--- src/rtl/gemini_issue_pkg.sv ---
// Shared definitions for the dual-issue scheduler: FSM state encoding and
// the per-cycle issue/pop counts.
package gemini_issue_pkg;

  typedef enum logic [1:0] {
    ST_NORMAL = 2'd0,
    ST_DRAIN  = 2'd1,
    ST_SOLO   = 2'd2,
    ST_SERIAL = 2'd3
  } state_t;

  localparam logic [1:0] POP_NONE = 2'd0;
  localparam logic [1:0] POP_ONE  = 2'd1;
  localparam logic [1:0] POP_TWO  = 2'd2;

endpackage

--- src/rtl/dual_issue_ctrl_if.sv ---
// Queue-head, decode handshake and issue-register bundle of the dual-issue
// scheduler. slave = scheduler side, master = queue/decode side.
interface dual_issue_ctrl_if #(
  parameter int PC_W  = 32,
  parameter int CNT_W = 32
);
  logic [1:0]       iq_valid;
  logic [31:0]      iq_instr0, iq_instr1;
  logic [PC_W-1:0]  iq_pc0, iq_pc1;
  logic             pd_branch0, pd_branch1;
  logic             pd_trap0, pd_trap1;
  logic             pd_hilo0, pd_hilo1;
  logic [4:0]       pd_rs1, pd_rt1;
  logic             wr_en0;
  logic [4:0]       wr_reg0;
  logic             id_ready, flush, backend_empty;

  logic [1:0]       iq_pop;
  logic [1:0]       issue_valid;
  logic [31:0]      issue_instr0, issue_instr1;
  logic [PC_W-1:0]  issue_pc0, issue_pc1;
  logic [CNT_W-1:0] cnt_dual, cnt_single;

  modport slave (
    input  iq_valid, iq_instr0, iq_instr1, iq_pc0, iq_pc1,
           pd_branch0, pd_branch1, pd_trap0, pd_trap1, pd_hilo0, pd_hilo1,
           pd_rs1, pd_rt1, wr_en0, wr_reg0, id_ready, flush, backend_empty,
    output iq_pop, issue_valid, issue_instr0, issue_instr1,
           issue_pc0, issue_pc1, cnt_dual, cnt_single
  );

  modport master (
    output iq_valid, iq_instr0, iq_instr1, iq_pc0, iq_pc1,
           pd_branch0, pd_branch1, pd_trap0, pd_trap1, pd_hilo0, pd_hilo1,
           pd_rs1, pd_rt1, wr_en0, wr_reg0, id_ready, flush, backend_empty,
    input  iq_pop, issue_valid, issue_instr0, issue_instr1,
           issue_pc0, issue_pc1, cnt_dual, cnt_single
  );
endinterface

--- src/rtl/issue_pair_check.sv ---
// Pairing predicate for the two oldest queue entries and the issue count it
// implies, ignoring serialization state.
module issue_pair_check
  import gemini_issue_pkg::*;
(
  input  logic [1:0] iq_valid,
  input  logic       pd_branch0,
  input  logic       pd_branch1,
  input  logic       pd_trap0,
  input  logic       pd_trap1,
  input  logic       pd_hilo0,
  input  logic       pd_hilo1,
  input  logic [4:0] pd_rs1,
  input  logic [4:0] pd_rt1,
  input  logic       wr_en0,
  input  logic [4:0] wr_reg0,
  output logic       pair_ok,
  output logic [1:0] issue_cnt
);

  logic raw_hazard;

  // $0 is hardwired, so a write to it never creates a dependency.
  assign raw_hazard = wr_en0 && (wr_reg0 != 5'd0) &&
                      ((wr_reg0 == pd_rs1) || (wr_reg0 == pd_rt1));

  assign pair_ok = (iq_valid == 2'b11) && !pd_trap0 && !pd_trap1 &&
                   !pd_branch1 && !raw_hazard && !(pd_hilo0 && pd_hilo1);

  always_comb begin
    issue_cnt = POP_NONE;
    if (iq_valid[0]) begin
      if (pair_ok)         issue_cnt = POP_TWO;
      else if (!pd_branch0) issue_cnt = POP_ONE;
    end
  end

endmodule

--- src/rtl/dual_issue_ctrl.sv ---
// Dual-issue scheduler: serialization FSM, registered issue stage and
// saturating dual/single issue statistics.
module dual_issue_ctrl
  import gemini_issue_pkg::*;
#(
  parameter int PC_W  = 32,
  parameter int CNT_W = 32
) (
  input  logic             clk,
  input  logic             resetn,
  dual_issue_ctrl_if.slave bus
);

  state_t           state_q, state_d;
  logic [1:0]       valid_q, valid_d;
  logic [31:0]      instr0_q, instr0_d, instr1_q, instr1_d;
  logic [PC_W-1:0]  pc0_q, pc0_d, pc1_q, pc1_d;
  logic [CNT_W-1:0] dual_q, dual_d, single_q, single_d;

  logic       adv, pair_ok;
  logic [1:0] nominal_cnt, issue_cnt;

  assign adv = bus.id_ready && !bus.flush;

  issue_pair_check u_pair (
    .iq_valid   (bus.iq_valid),
    .pd_branch0 (bus.pd_branch0),
    .pd_branch1 (bus.pd_branch1),
    .pd_trap0   (bus.pd_trap0),
    .pd_trap1   (bus.pd_trap1),
    .pd_hilo0   (bus.pd_hilo0),
    .pd_hilo1   (bus.pd_hilo1),
    .pd_rs1     (bus.pd_rs1),
    .pd_rt1     (bus.pd_rt1),
    .wr_en0     (bus.wr_en0),
    .wr_reg0    (bus.wr_reg0),
    .pair_ok    (pair_ok),
    .issue_cnt  (nominal_cnt)
  );

  // NOTE: every always_comb output gets a default first so no path infers a latch.
  always_comb begin
    state_d   = state_q;
    issue_cnt = POP_NONE;
    unique case (state_q)
      ST_NORMAL: begin
        if (bus.pd_trap0 && bus.iq_valid[0]) begin
          if (bus.backend_empty) begin
            issue_cnt = POP_ONE;
            state_d   = ST_SERIAL;
          end else begin
            state_d = ST_DRAIN;
          end
        end else begin
          issue_cnt = nominal_cnt;
        end
      end
      ST_DRAIN:  if (bus.backend_empty) state_d = ST_SOLO;
      ST_SOLO: begin
        if (bus.iq_valid[0]) begin
          issue_cnt = POP_ONE;
          state_d   = ST_SERIAL;
        end
      end
      ST_SERIAL: if (bus.backend_empty) state_d = ST_NORMAL;
      default:   state_d = ST_NORMAL;
    endcase
    if (!adv) begin
      state_d   = state_q;
      issue_cnt = POP_NONE;
    end
    if (bus.flush) state_d = ST_NORMAL;
  end

  always_comb begin
    valid_d  = valid_q;
    instr0_d = instr0_q;
    instr1_d = instr1_q;
    pc0_d    = pc0_q;
    pc1_d    = pc1_q;
    dual_d   = dual_q;
    single_d = single_q;
    if (bus.flush) begin
      valid_d = 2'b00;
    end else if (adv) begin
      valid_d = (issue_cnt == POP_TWO) ? 2'b11 :
                (issue_cnt == POP_ONE) ? 2'b01 : 2'b00;
      if (issue_cnt != POP_NONE) begin
        instr0_d = bus.iq_instr0;
        pc0_d    = bus.iq_pc0;
      end
      // A single issue leaves slot1 payload untouched; only its valid drops.
      if (issue_cnt == POP_TWO) begin
        instr1_d = bus.iq_instr1;
        pc1_d    = bus.iq_pc1;
        if (dual_q != '1) dual_d = dual_q + 1'b1;
      end
      if (issue_cnt == POP_ONE && single_q != '1) single_d = single_q + 1'b1;
    end
  end

  // NOTE: sequential state uses non-blocking assignments only.
  always_ff @(posedge clk or negedge resetn) begin
    if (!resetn) begin
      state_q  <= ST_NORMAL;
      valid_q  <= 2'b00;
      instr0_q <= '0;
      instr1_q <= '0;
      pc0_q    <= '0;
      pc1_q    <= '0;
      dual_q   <= '0;
      single_q <= '0;
    end else begin
      state_q  <= state_d;
      valid_q  <= valid_d;
      instr0_q <= instr0_d;
      instr1_q <= instr1_d;
      pc0_q    <= pc0_d;
      pc1_q    <= pc1_d;
      dual_q   <= dual_d;
      single_q <= single_d;
    end
  end

  assign bus.iq_pop       = issue_cnt;
  assign bus.issue_valid  = valid_q;
  assign bus.issue_instr0 = instr0_q;
  assign bus.issue_instr1 = instr1_q;
  assign bus.issue_pc0    = pc0_q;
  assign bus.issue_pc1    = pc1_q;
  assign bus.cnt_dual     = dual_q;
  assign bus.cnt_single   = single_q;

endmodule
--- src/flat_wrapper.sv ---
// flat-port wrapper written by rule: the top's interface ports become plain ports
module dual_issue_ctrl_flat import gemini_issue_pkg::*;
#(
  parameter int PC_W  = 32,
  parameter int CNT_W = 32
)
  (clk, resetn, bus_iq_valid, bus_iq_instr0, bus_iq_instr1, bus_iq_pc0, bus_iq_pc1, bus_pd_branch0, bus_pd_branch1, bus_pd_trap0, bus_pd_trap1, bus_pd_hilo0, bus_pd_hilo1, bus_pd_rs1, bus_pd_rt1, bus_wr_en0, bus_wr_reg0, bus_id_ready, bus_flush, bus_backend_empty, bus_iq_pop, bus_issue_valid, bus_issue_instr0, bus_issue_instr1, bus_issue_pc0, bus_issue_pc1, bus_cnt_dual, bus_cnt_single);
  dual_issue_ctrl_if #(.PC_W(PC_W), .CNT_W(CNT_W)) bus_i ();
  input  logic clk;
  input  logic resetn;
  input wire logic [$bits(bus_i.iq_valid)-1:0] bus_iq_valid;
  input wire logic [$bits(bus_i.iq_instr0)-1:0] bus_iq_instr0;
  input wire logic [$bits(bus_i.iq_instr1)-1:0] bus_iq_instr1;
  input wire logic [$bits(bus_i.iq_pc0)-1:0] bus_iq_pc0;
  input wire logic [$bits(bus_i.iq_pc1)-1:0] bus_iq_pc1;
  input wire logic [$bits(bus_i.pd_branch0)-1:0] bus_pd_branch0;
  input wire logic [$bits(bus_i.pd_branch1)-1:0] bus_pd_branch1;
  input wire logic [$bits(bus_i.pd_trap0)-1:0] bus_pd_trap0;
  input wire logic [$bits(bus_i.pd_trap1)-1:0] bus_pd_trap1;
  input wire logic [$bits(bus_i.pd_hilo0)-1:0] bus_pd_hilo0;
  input wire logic [$bits(bus_i.pd_hilo1)-1:0] bus_pd_hilo1;
  input wire logic [$bits(bus_i.pd_rs1)-1:0] bus_pd_rs1;
  input wire logic [$bits(bus_i.pd_rt1)-1:0] bus_pd_rt1;
  input wire logic [$bits(bus_i.wr_en0)-1:0] bus_wr_en0;
  input wire logic [$bits(bus_i.wr_reg0)-1:0] bus_wr_reg0;
  input wire logic [$bits(bus_i.id_ready)-1:0] bus_id_ready;
  input wire logic [$bits(bus_i.flush)-1:0] bus_flush;
  input wire logic [$bits(bus_i.backend_empty)-1:0] bus_backend_empty;
  output wire logic [$bits(bus_i.iq_pop)-1:0] bus_iq_pop;
  output wire logic [$bits(bus_i.issue_valid)-1:0] bus_issue_valid;
  output wire logic [$bits(bus_i.issue_instr0)-1:0] bus_issue_instr0;
  output wire logic [$bits(bus_i.issue_instr1)-1:0] bus_issue_instr1;
  output wire logic [$bits(bus_i.issue_pc0)-1:0] bus_issue_pc0;
  output wire logic [$bits(bus_i.issue_pc1)-1:0] bus_issue_pc1;
  output wire logic [$bits(bus_i.cnt_dual)-1:0] bus_cnt_dual;
  output wire logic [$bits(bus_i.cnt_single)-1:0] bus_cnt_single;
  assign bus_i.iq_valid = bus_iq_valid;
  assign bus_i.iq_instr0 = bus_iq_instr0;
  assign bus_i.iq_instr1 = bus_iq_instr1;
  assign bus_i.iq_pc0 = bus_iq_pc0;
  assign bus_i.iq_pc1 = bus_iq_pc1;
  assign bus_i.pd_branch0 = bus_pd_branch0;
  assign bus_i.pd_branch1 = bus_pd_branch1;
  assign bus_i.pd_trap0 = bus_pd_trap0;
  assign bus_i.pd_trap1 = bus_pd_trap1;
  assign bus_i.pd_hilo0 = bus_pd_hilo0;
  assign bus_i.pd_hilo1 = bus_pd_hilo1;
  assign bus_i.pd_rs1 = bus_pd_rs1;
  assign bus_i.pd_rt1 = bus_pd_rt1;
  assign bus_i.wr_en0 = bus_wr_en0;
  assign bus_i.wr_reg0 = bus_wr_reg0;
  assign bus_i.id_ready = bus_id_ready;
  assign bus_i.flush = bus_flush;
  assign bus_i.backend_empty = bus_backend_empty;
  assign bus_iq_pop = bus_i.iq_pop;
  assign bus_issue_valid = bus_i.issue_valid;
  assign bus_issue_instr0 = bus_i.issue_instr0;
  assign bus_issue_instr1 = bus_i.issue_instr1;
  assign bus_issue_pc0 = bus_i.issue_pc0;
  assign bus_issue_pc1 = bus_i.issue_pc1;
  assign bus_cnt_dual = bus_i.cnt_dual;
  assign bus_cnt_single = bus_i.cnt_single;
  dual_issue_ctrl #(.PC_W(PC_W), .CNT_W(CNT_W)) u_core (.clk(clk), .resetn(resetn), .bus(bus_i));
endmodule
--- config.mk ---
export PLATFORM = sky130hd
export DESIGN_NAME = dual_issue_ctrl_flat
export DESIGN_NICKNAME = d
export VERILOG_FILES = /design/src/rtl/gemini_issue_pkg.sv /design/src/rtl/dual_issue_ctrl_if.sv /design/src/rtl/issue_pair_check.sv /design/src/rtl/dual_issue_ctrl.sv /design/src/flat_wrapper.sv
export SDC_FILE = /design/constraint.sdc
export NUM_CORES = 1
export LEC_CHECK = 0
export BUFFER_PORTS_ARGS = -buffer_cell sky130_fd_sc_hd__buf_2
export CORE_AREA = 2 2 139 141
export CTS_CLUSTER_DIAMETER = 60
export DETAILED_ROUTE_END_ITERATION = 10
export DIE_AREA = 0 0 141 143
export PLACE_DENSITY = 0.74
export SYNTH_ARGS = -nofsm -noshare
export SYNTH_HDL_FRONTEND = slang
export SYNTH_SLANG_ARGS = --single-unit
--- constraint.sdc ---
create_clock -name clk -period 3.4 [get_ports clk]
set_input_delay 0.34 -clock clk [delete_from_list [all_inputs] [get_ports clk]]
set_output_delay 0.34 -clock clk [all_outputs]
set_load 0.05 [all_outputs]
## Yosys cells after proc, flatten, opt, wreduce, memory -nomap -nowiden

Cells that the tools add are included.

| cells by class | value |
|---|---|
| add/sub/neg operators | 2 |
| eq/ne operators | 14 |
| muxes and demuxes | 20 |
| bitwise logic cells | 1 |
| reductions and logical operators | 27 |

Operators with widths:

| kind | count |
|---|---|
| 32-bit by 1-bit adder with 32-bit output (second input constant) | 2 |
| 32-bit != test (second input constant) | 2 |
| 2-bit 2-to-1 mux | 14 |
| 1-bit logical AND | 11 |
| 5-bit == test | 2 |
| 3-bit != test (second input constant) | 3 |
| 3-bit AND reduction | 3 |
| 2-bit == test (second input constant) | 4 |
| 2-bit case mux with 4 select lines | 1 |
| 1-bit logical NOT | 6 |
| 5-bit AND reduction | 1 |
| 5-bit nonzero test | 1 |
| 2-bit by 1-bit == test with 1-bit output (second input constant) | 2 |
| 1-bit 2-to-1 mux | 4 |
| 2-bit case mux with 2 select lines | 1 |
| 4-bit AND reduction | 1 |
| 2-bit nonzero test | 2 |
| 3-bit by 2-bit != test with 1-bit output (second input constant) | 1 |
| 2-bit logical NOT | 1 |
| 1-bit logical OR | 1 |
| 1-bit inverter | 1 |

| storage, ports and cells | value |
|---|---|
| bits in registers | 196 |
| input bits | 157 |
| output and inout bits | 196 |
| word-level logic and storage cells | 72 |

## Longest topological paths before layout

| logic depth | value |
|---|---|
| word-level depth | 16 |
| gate-level depth with buffers | 12 |
| mapped depth without buffers | 12 |

## Hierarchy

A second synthesis with hierarchy kept.

| second synthesis, totals | value |
|---|---|
| cells, all modules | 767 |
| area, all modules | 8,451.9 um2 |

By module, submodules not included:

| module | times used | cells each | area an instance (um2) |
|---|---|---|---|
| dual_issue_ctrl | 1 | 741 | 8,274.2 |
| issue_pair_check | 1 | 26 | 177.7 |

## Least setup slack after synthesis

Ideal clock, no wire load.

| timing path | value |
|---|---|
| path kind | input-to-reg |
| from | input bus_wr_reg0[0] |
| to | register u_core.dual_q[25], in the netlist u_core.bus.cnt_dual[25] |
| arrival | 3.662 ns |
| data required time | 3.258 ns |
| setup slack | -0.404 ns |
| cell stages on the path | 10 |
| cells stage by stage | or4_1 -> o21ai_0 -> o21ai_0 -> nor3_1 -> ha_1 -> nand3b_1 -> a31oi_1 -> clkbuf_1 -> nand4_1 -> xnor2_1 |

| on the way | value |
|---|---|
| word-level cells in the longest chain between the ends | 13 |
| elaborated cells on any way between the ends | 16 |
| classes of those cells | 3 x eq/ne; 5 x mux; 8 x reduce/logical |

Ends and longest elaborated chain:

| item | line | text |
|---|---|---|
| from (decl) | flat_wrapper.sv:25 | `input wire logic [$bits(bus_i.wr_reg0)-1:0] bus_wr_reg0;` |
| 5-bit == test or 5-bit nonzero test (tied branches) | issue_pair_check.sv:25, issue_pair_check.sv:24 |  |
| 1-bit logical OR or 1-bit logical AND (tied branches) | issue_pair_check.sv:25, issue_pair_check.sv:24 |  |
| 1-bit logical AND * | issue_pair_check.sv:24 | `assign raw_hazard = wr_en0 && (wr_reg0 != 5'd0) &&` |
| 1-bit logical NOT * | issue_pair_check.sv:28 | `!pd_branch1 && !raw_hazard && !(pd_hilo0 && pd_hilo1);` |
| 1-bit logical AND * (2 in a row) | issue_pair_check.sv:28 |  |
| 2-bit 2-to-1 mux * | issue_pair_check.sv:33 | `if (pair_ok) issue_cnt = POP_TWO;` |
| 2-bit 2-to-1 mux * | issue_pair_check.sv:32 | `if (iq_valid[0]) begin` |
| 2-bit 2-to-1 mux * | dual_issue_ctrl.sv:47 | `if (bus.pd_trap0 && bus.iq_valid[0]) begin` |
| 2-bit case mux with 2 select lines * | dual_issue_ctrl.sv:45 | `unique case (state_q)` |
| 2-bit 2-to-1 mux * | dual_issue_ctrl.sv:68 | `if (!adv) begin` |
| net bus_iq_pop[1] | flat_wrapper.sv:29 | `output wire logic [$bits(bus_i.iq_pop)-1:0] bus_iq_pop;` |
| 2-bit == test * | dual_issue_ctrl.sv:93 | `if (issue_cnt == POP_TWO) begin` |
| 4-bit AND reduction (no line) * | - |  |
| to (signal assigned) | dual_issue_ctrl.sv:120 | `dual_q <= dual_d;` |
| to (decl) | dual_issue_ctrl.sv:18 | `logic [CNT_W-1:0] dual_q, dual_d, single_q, single_d;` |

Mark *: on every way through the listed nets, which the timed path passes. The rest lies on a longest branch.
A chain may end at the register's enable or synchronous reset.

## Worst setup path after layout

| timing path | value |
|---|---|
| from | register u_core.state_q[0] |
| to | register u_core.single_q[31], in the netlist u_core.bus.cnt_single[31] |

| on the way | value |
|---|---|
| word-level cells in the longest chain between the ends | 6 |
| elaborated cells on any way between the ends | 7 |
| classes of those cells | 2 x eq/ne; 2 x mux; 3 x reduce/logical |

Ends and longest elaborated chain:

| item | line | text |
|---|---|---|
| from (decl) | dual_issue_ctrl.sv:14 | `state_t state_q, state_d;` |
| from (signal assigned) | dual_issue_ctrl.sv:114 | `state_q <= state_d;` |
| 2-bit == test or 2-bit logical NOT (tied branches) | dual_issue_ctrl.sv:45 |  |
| 2-bit case mux with 2 select lines * | dual_issue_ctrl.sv:45 |  |
| 2-bit 2-to-1 mux * | dual_issue_ctrl.sv:68 |  |
| 2-bit by 1-bit == test with 1-bit output * | dual_issue_ctrl.sv:98 | `if (issue_cnt == POP_ONE && single_q != '1) single_d = single_q + 1'b1;` |
| 1-bit logical AND * | dual_issue_ctrl.sv:98 |  |
| 3-bit AND reduction (no line) * | - |  |
| to (signal assigned) | dual_issue_ctrl.sv:121 | `single_q <= single_d;` |
| to (decl) | dual_issue_ctrl.sv:18 |  |

Every way passes the cells marked *; elsewhere a longest branch is shown, timed or not.

==> out/metrics.yaml <==
yosys:
  synthXorXnorAreaFrac_pct: 7.40
  synth_nets: 786
  synth.yosys.seq_area_share_pct: 59.2
  syn_area_sq_um: 8290
  synth-adder-area-share_pct: 1.36
  synth_mux_area_share_pct: 18.2
  synth.avg_cell_area_sq_um: 13.4
  synthTopCellsByArea: "dfrtp_1, mux2_2, xnor2_1"
  synth_edf_count: 0
  ys.flop_type: "dfrtp_1"
  netlist.area_leader.share_pct: 59.2
  synth_compound_area_share_pct: 1.51
  async_flop_share_pct: 100
  synth_seq_cells: 196
  yosysTopAreaCell: "dfrtp_1"
  synth_cells: 620
  synth-simple-area-share_pct: 10.8
  yosysUniqueCellTypes: 44
  yosysWarnings: 0
  synth_top_family_by_area: "multiplexers"
floorplanning:
  die_w_microns: 141
  initial_core_util_pct: 44.6
  dieArea_sq_um: 20200
  rows: 50
  num_io_pins: 353
  core_sq_um: 18600
  die_h_microns: 143
pwr:
  power.leakage_nw: 6.00
  vdd_drop_max_v: 0.000457
  p_total_mw: 6.05
  power_density_nw_per_um2: 551
finish:
  post-route-util_pct: 59.0
  design_area_sq_um: 11000
  final_cell_mix: "buf_2, dfrtp_1, mux2_2"
  diodes: 0
  final_common_cell: "buf_2"
  final_layout_size_suffix_gt1_share_pct: 53.6
  finalNetCount: 1147
  syn2layout_area_growth_pct: 32.3
  nFillCells: 1547
  fin_cells: 1228
sta:
  finalWorstSetupSlack_ns: 0.365
  fin_crit_ns: 3.03
  drv_slew: 0
  relSlewSlack_pct: 45.5
  fmax_mhz: 330
  clock-skew-final_ns: 0.0103
  whs_ns: 0.136
  hold_viol: 0
  worst_pin_slew_ns: 0.816
  finalCritPeriodShare_pct: 89.3
  rsz0062_at_grt: "no"
  final-setup-viol-count: 0
  fin_setup_tns_ns: 0
critical_path:
  rr_endpoint: "u_core.bus.cnt_single[31]"
  rrSetupSlack_ns: 0.37
  r2r-start: "u_core.state_q[0]"
  end_kind: "register"
  reg2regPathDepth: 12
  path_class: "register to register"
  crit_arrival_ns: 3.38
  cp_max_fo: 10
  critPathRequiredTime_ns: 3.75
  worstSetupStartpointType: "register"
clock_network:
  numClockSinks: 196
  cts_root_buf: "clkbuf_16"
  cts_made_buffers: 17
  cts.path.max_buffers: 2
  htree_levels: 4
  cts_tree: "built"
  clk_latency_ns: 0.43
  path_clk_slew_ns: 0.08
  cts_setup_buffers: 0
routing:
  num_vias: 6115
  drt-total-wl_microns: 20200
  post_drt_wl_per_cell_microns: 16.4
  first_pass_iters: 4
  drc: 0
  avgViaCountPerCell: 4.98
  dr.first_iter.drc_count: 297
  ant_nets: 0
place:
  post-place-ws_ns: 0.346
  place_congestion: 0.879
  hpwl_microns: 15300
  dpl_cell_area_sq_um: 10400
  numPlacedInstances: 1195
  io_buffers: 352
hold_path:
  hold_path_depth: 2
  min_path_type: "input port to register"
  hp-start: "bus_iq_pc1[0]"
  min_to: "u_core.bus.issue_pc1[0]"
outcome:
  status: "finished, final reports clean"
grt:
  grtUsageTotal_pct: 20.1
  antenna_found_initial: 1
  grt_overflow: 0
  grt_pass1_wl_microns: 32000
  grt_pass1_vias: 6135
  grt_max_degree: 90
flow_run:
  cap_violations: 0
-- state kept, by name, summed over array words and instances (netlist names) --
signal	cells
u_core.bus.cnt_single	32
u_core.bus.issue_instr0	32
u_core.bus.issue_instr1	32
u_core.bus.issue_pc1	32
u_core.state_q	2
u_core.bus.issue_pc0	32
u_core.bus.issue_valid	2
u_core.bus.cnt_dual	32
-- cell usage after synthesis, types with 2 or more instances --
| cell | instances |
|---|---|
| and4_1 | 7 |
| mux2_2 | 130 |
| nand4_1 | 24 |
| nor4_1 | 7 |
| ha_1 | 9 |
| nand3b_1 | 3 |
| and2_1 | 2 |
| nor2_1 | 26 |
| xor2_1 | 30 |
| o21ai_0 | 3 |
| a211oi_1 | 3 |
| a31oi_1 | 2 |
| dfrtp_1 | 196 |
| inv_1 | 11 |
| xnor2_1 | 40 |
| clkbuf_1 | 18 |
| o21a_1 | 2 |
| nor3_1 | 14 |
| or4_1 | 2 |
| or3_1 | 5 |
| nor2b_1 | 3 |
| nand3_1 | 24 |
| mux2i_1 | 3 |
| nand2_1 | 27 |
| and3_1 | 10 |
-- repair_timing --
item | CTS | global route
endpoints found under the hold margin | 36 | 0
gates resized for setup | 0 | 0
hold buffers | 1 | 0
-- worst max-delay path: stages (launching register included) --
cell	delay [ns]
dfrtp_1	0.41
inv_1	0.12
ha_1	0.27
nand2b_1	0.15
o21a_1	0.19
nor2_1	0.11
o21a_1	0.15
ha_1	0.14
nand3b_1	0.14
nor2_1	0.34
o311ai_2	0.36
nor4_1	0.39
xor2_1	0.19
-- cell families after synthesis --
| family | after synthesis |
|---|---|
| AO/OA/AOI/OAI | 17 |
| AND/OR/NAND/NOR | 163 |
| buffers and inverters | 31 |
| multiplexers | 134 |
| flip-flops | 196 |
| XOR/XNOR | 70 |
| adder cells (fa/ha/maj) | 9 |
-- metal layers --
metal | share of wire [%] | global-route usage [%] | routed length, microns | vias up
met1 | 41 | 25.5 | 8370 | 2942
met3 | 7.4 | 6.57 | 1500 | 21
met2 | 50 | 33.3 | 10000 | 233
met5 | 0 | 0 | 0 | -
met4 | 1.3 | 5.32 | 266 | 0
li1 | - | - | - | 2919
-- final cells by class --
| cell class | instances | area [sq um] | area share (%) |
|---|---|---|---|
| clock buffers | 18 | 429 | 3.91 |
| clock inverters | 14 | 138 | 1.26 |
| inverters | 11 | 41.3 | 0.377 |
| multi-input cells | 393 | 3270 | 29.9 |
| flip-flops and latches | 196 | 4900 | 44.7 |
| well taps | 234 | 293 | 2.67 |
| repair buffers | 362 | 1890 | 17.2 |
-- worst max path at each step --
stage	startpoint	end	slack (ns)
after floorplan	bus_wr_reg0[0]	u_core.bus.cnt_dual[25]	0.08
after global placement	bus_wr_reg0[0]	u_core.bus.issue_pc0[20]	0.39
after detailed placement	bus_wr_reg0[0]	u_core.bus.issue_pc0[12]	0.35
after CTS	u_core.state_q[0]	u_core.bus.cnt_single[31]	0.36
after global routing	u_core.state_q[0]	u_core.bus.cnt_single[31]	0.01
final	u_core.state_q[0]	u_core.bus.cnt_single[31]	0.37
-- report_power, final --
group	internal, mW	switching [mW]	leakage [nW]
logic	0.394	1.04	3.08
registers	2.55	0.131	2.65
clock network	0.978	0.955	0.278
Power figures use the tool's default switching activity.
